$ cat src/rtl/addsub_sched.sv
// Round-robin scheduler sharing one external combinational add/sub datapath between two requesters.
// Latency: grant at the edge that samples req, result registered one edge later, ack high for the following cycle.
// Backpressure: requests are held until ack; new requests are only sampled in IDLE, giving one operation per 3 cycles.
//
// Ports:
//   clk, rst            clock and asynchronous active-high reset
//   req0/1, x0/1, y0/1, sub0/1   requester handshake, operands, add/subtract select
//   ack0/1              one-cycle completion pulse, result valid in that cycle
//   rs, rc5, re         registered sum, carry-out, signed overflow
//   busy, gnt           transaction in flight, current/last granted requester
//   ax, ay, ac0         registered operands/carry-in driven to the shared adder
//   as, ac5, ae         sum, carry-out, overflow returned by the shared adder
module addsub_sched #(
    parameter int WIDTH = 5
) (
    input  logic             clk,
    input  logic             rst,
    input  logic             req0,
    input  logic             req1,
    input  logic [WIDTH-1:0] x0,
    input  logic [WIDTH-1:0] y0,
    input  logic [WIDTH-1:0] x1,
    input  logic [WIDTH-1:0] y1,
    input  logic             sub0,
    input  logic             sub1,
    output logic             ack0,
    output logic             ack1,
    output logic [WIDTH-1:0] rs,
    output logic             rc5,
    output logic             re,
    output logic             busy,
    output logic             gnt,
    output logic [WIDTH-1:0] ax,
    output logic [WIDTH-1:0] ay,
    output logic             ac0,
    input  logic [WIDTH-1:0] as,
    input  logic             ac5,
    input  logic             ae
);

    typedef enum logic [1:0] {
        IDLE  = 2'd0,
        ISSUE = 2'd1,
        DONE  = 2'd2
    } state_t;

    state_t state;
    state_t state_nxt;

    logic grant_vld;
    logic grant_id;
    logic ack_set;

    // State register
    always_ff @(posedge clk or posedge rst) begin
        if (rst) begin
            state <= IDLE;
        end else begin
            state <= state_nxt;
        end
    end

    // Next state and per-cycle control
    always_comb begin
        state_nxt = state;
        grant_vld = 1'b0;
        grant_id  = gnt;
        ack_set   = 1'b0;
        case (state)
            IDLE: begin
                if (req0 || req1) begin
                    grant_vld = 1'b1;
                    // On a tie the requester not granted last wins; gnt holds the last grant.
                    if (req0 && req1) begin
                        grant_id = ~gnt;
                    end else begin
                        grant_id = req1;
                    end
                    state_nxt = ISSUE;
                end
            end
            ISSUE: begin
                ack_set   = 1'b1;
                state_nxt = DONE;
            end
            DONE: begin
                state_nxt = IDLE;
            end
            default: begin
                state_nxt = IDLE;
            end
        endcase
    end

    // Operand, result and handshake registers
    always_ff @(posedge clk or posedge rst) begin
        if (rst) begin
            ack0 <= 1'b0;
            ack1 <= 1'b0;
            rs   <= '0;
            rc5  <= 1'b0;
            re   <= 1'b0;
            ax   <= '0;
            ay   <= '0;
            ac0  <= 1'b0;
            // Pretend requester 1 was served last so requester 0 wins the first tie.
            gnt  <= 1'b1;
        end else begin
            // gnt is stable from grant through DONE, so it steers the ack.
            ack0 <= ack_set && !gnt;
            ack1 <= ack_set && gnt;
            if (grant_vld) begin
                ax  <= grant_id ? x1 : x0;
                ay  <= grant_id ? y1 : y0;
                ac0 <= grant_id ? sub1 : sub0;
                gnt <= grant_id;
            end
            if (ack_set) begin
                rs  <= as;
                rc5 <= ac5;
                re  <= ae;
            end
        end
    end

    assign busy = (state != IDLE);

endmodule

$ cat config.mk
export PLATFORM = sky130hd
export DESIGN_NAME = addsub_sched
export DESIGN_NICKNAME = d
export VERILOG_FILES = /design/src/rtl/addsub_sched.sv
export SDC_FILE = /design/constraint.sdc
export NUM_CORES = 1
export LEC_CHECK = 0
export CAP_MARGIN = 10
export CORE_MARGIN = 5
export CORE_UTILIZATION = 40
export CTS_CLUSTER_DIAMETER = 100
export DETAILED_ROUTE_END_ITERATION = 7
export GPL_TIMING_DRIVEN = 0
export PLACE_DENSITY_LB_ADDON = 0.1
export SLEW_MARGIN = 10
export SYNTH_ARGS = -nofsm -noshare
export SYNTH_HDL_FRONTEND = slang
export SYNTH_SLANG_ARGS = --single-unit
$ cat constraint.sdc
create_clock -name clk -period 3.67 [get_ports clk]
set_clock_uncertainty 0.2 [all_clocks]
set_input_delay 0.9175 -clock clk [delete_from_list [all_inputs] [get_ports clk]]
set_output_delay 0.9175 -clock clk [all_outputs]
set_load 0.01 [all_outputs]
==> results.json <==
{
  "critPathMaxStageDelay_ns": 0.61,
  "syn-num-nets": 105,
  "rows": 18,
  "cp_slowest_cell": "dfstp_2",
  "clkTransAtPathRegs_ns": 0.12,
  "cts_hold_buf": 0,
  "hp-class": "reg2reg",
  "cts_buffer_depth": 2,
  "seqCellArea_um2": 577,
  "synth_seq_cells": 23,
  "antenna_found_initial": 0,
  "crit_family": "flip-flops",
  "start_util": 0.407,
  "firstDrtPassIters": 4,
  "post_route_cells_drive_above_1_share": 0.131,
  "synthCells": 72,
  "layout.nets": 164,
  "yosysTopAreaCell": "dfrtp_1",
  "area_growth_pct": 61.7,
  "insertedDiodeCount": 0,
  "cts_tree": "done",
  "top_level_ports": 55,
  "core_area_um2": 2410,
  "hold_viol": 0,
  "cp.arrival_ns": 1.47,
  "postCtsSetupBuffers": 0,
  "grt_pass1_wl_mm": 4.00,
  "grt_pass1_vias": 925,
  "critPathKind": "reg2out",
  "num_vias": 796,
  "finalCriticalPeriod_ns": 2.59,
  "clock_latency_ns": 0.30,
  "dp_hpwl_mm": 1.89,
  "power.leakage_uw": 0.000717,
  "die_y_um": 59.5,
  "yosysTopAreaCellShare": 0.561,
  "ys_seq_area_frac": 0.588,
  "finalCritPeriodShare": 0.705,
  "postRouteAntennaNets": 0,
  "fmax_mhz": 386,
  "crit_buf_inv": 1,
  "numCtsBuffers": 3,
  "crit_chain": "clkdlybuf4s50_1",
  "finalSetupViolCount": 0,
  "die_w_um": 59.5,
  "syn-cell-area_um2": 981,
  "cp_max_fo": 7,
  "routed_wl_mm": 2.35,
  "vias_per_cell": 4.98,
  "status": "finished clean",
  "synth.distinct_cells": 19,
  "drv_cap": 0,
  "grt_max_degree": 24,
  "worstMarginPinSlew_ns": 0.833,
  "ctsResizeCount": 0,
  "avgRoutedWirePerCell_um": 14.7,
  "overflow": 0,
  "worstPathRequired_ns": 2.55,
  "drt_iter0_drc": 14,
  "slew_headroom": 0.444,
  "grtUsageTotal": 0.150,
  "stdcell_count": 160,
  "synth_top_cells_by_area": "dfrtp_1 56%, a221o_1 11%, mux2_1 8.0%",
  "ir_drop_v": 0.000469,
  "grt_setup_unrepaired": "no",
  "avgSynthCellArea_um2": 13.6,
  "power.density_nw_per_um2": 768,
  "ys_warn_count": 0,
  "startpoint_type": "flip-flop",
  "cts_htree_levels": 1,
  "post-route-drc-count": 0,
  "gp_congestion": 0.690,
  "cts-root-buf": "clkbuf_4",
  "multi_input_area_um2": 345,
  "setup-tns-final_ns": 0,
  "fillers": 203,
  "finalMaxSlewViolations": 0,
  "dieArea_um2": 3540,
  "dpl.cell_count": 156,
  "cp-end-kind": "output pin",
  "port_buffers": 54,
  "clkSinkCount": 23
}
placed cells by master (no fill, tap or decap):
cell type,Yosys,final
a21oi_1,2,2
a221o_1,11,11
and2_1,1,1
and3_1,11,11
and3_4,1,1
buf_2,2,2
buf_6,3,3
clkbuf_4,0,3
clkdlybuf4s50_1,0,54
clkinv_2,0,1
dfrtp_1,22,22
dfstp_2,1,1
inv_1,2,2
inv_2,2,2
mux2_1,7,7
nand2_1,1,1
nand2b_1,1,1
nand2b_4,1,1
nor2_1,1,1
nor2_4,1,1
nor3b_2,1,1
o21ai_2,1,1
sequential cells by signal, indices dropped and copies added, names as in the netlist, 2 cells and up, named ones only:
signal	count
ax	5
ay	5
rs	5
state	2
cell families after synthesis:
family,count (synthesis),share of synthesized area
mux,7,0.0804
buf+inv,9,0.0600
compound gates,14,0.131
flops,23,0.588
simple gates,19,0.140
power by group:
part           internal (uW)  total [uW]  switching (uW)  leakage [uW]
sequential               382         460            78.3      0.000280
combinational            397         645             248      0.000419
clock                   40.7         113            72.1     0.0000177
per-layer routing:
layer,part of all wire,vias to the layer above,track usage,wire length [um]
met5,0,-,0,0
met4,0.017,0,0.0475,40
met3,0.095,5,0.0545,224
met2,0.51,35,0.273,1190
met1,0.38,375,0.160,900
li1,-,381,-,-
cells in the mapped netlist (all sizes together):
master,count
o21ai,1
a221o,11
buf,5
nor2,2
and3,12
nor3b,1
a21oi,2
nand2,1
nand2b,2
mux2,7
inv,4
and2,1
dfrtp,22
dfstp,1
through the flow:
stage / utilization / setup WS (ns) / total power [uW] / area, um^2 / hold WS, ns
after floorplan: - / 1.74 / 783 / 981 / 0.317
after global placement: 0.647 / 1.17 / 1110 / 1560 / 0.274
after detailed placement: 0.647 / 1.17 / 1120 / 1560 / 0.283
after CTS: 0.658 / 1.07 / 1240 / 1590 / 0.308
after global routing: 0.658 / 1.03 / 1310 / 1590 / 0.330
final: 0.658 / 1.08 / 1220 / 1590 / 0.303
path summary, 6_finish.rpt:
check,cells past startpoint,endpoint,slack (ns),from
max,1,gnt,1.08,flip-flop
min,1,rc5,0.30,rc5
max reg2reg,4,ax[2],2.08,flip-flop
min reg2reg,1,rc5,0.30,rc5
max in group asynchronous,2,rs[1],1.89,rst
min in group asynchronous,2,rs[4],0.87,rst
final cells by class:
class	count	share of cell area
clock buffers	3	0.0142
multi-input cells	40	0.218
flip-flops and latches	23	0.364
well taps	30	0.0237
plain buffers	5	0.0276
clock inverters	1	0.00315
inverters	4	0.00946
repair buffers	54	0.341
Power figures use the tool's default switching activity.
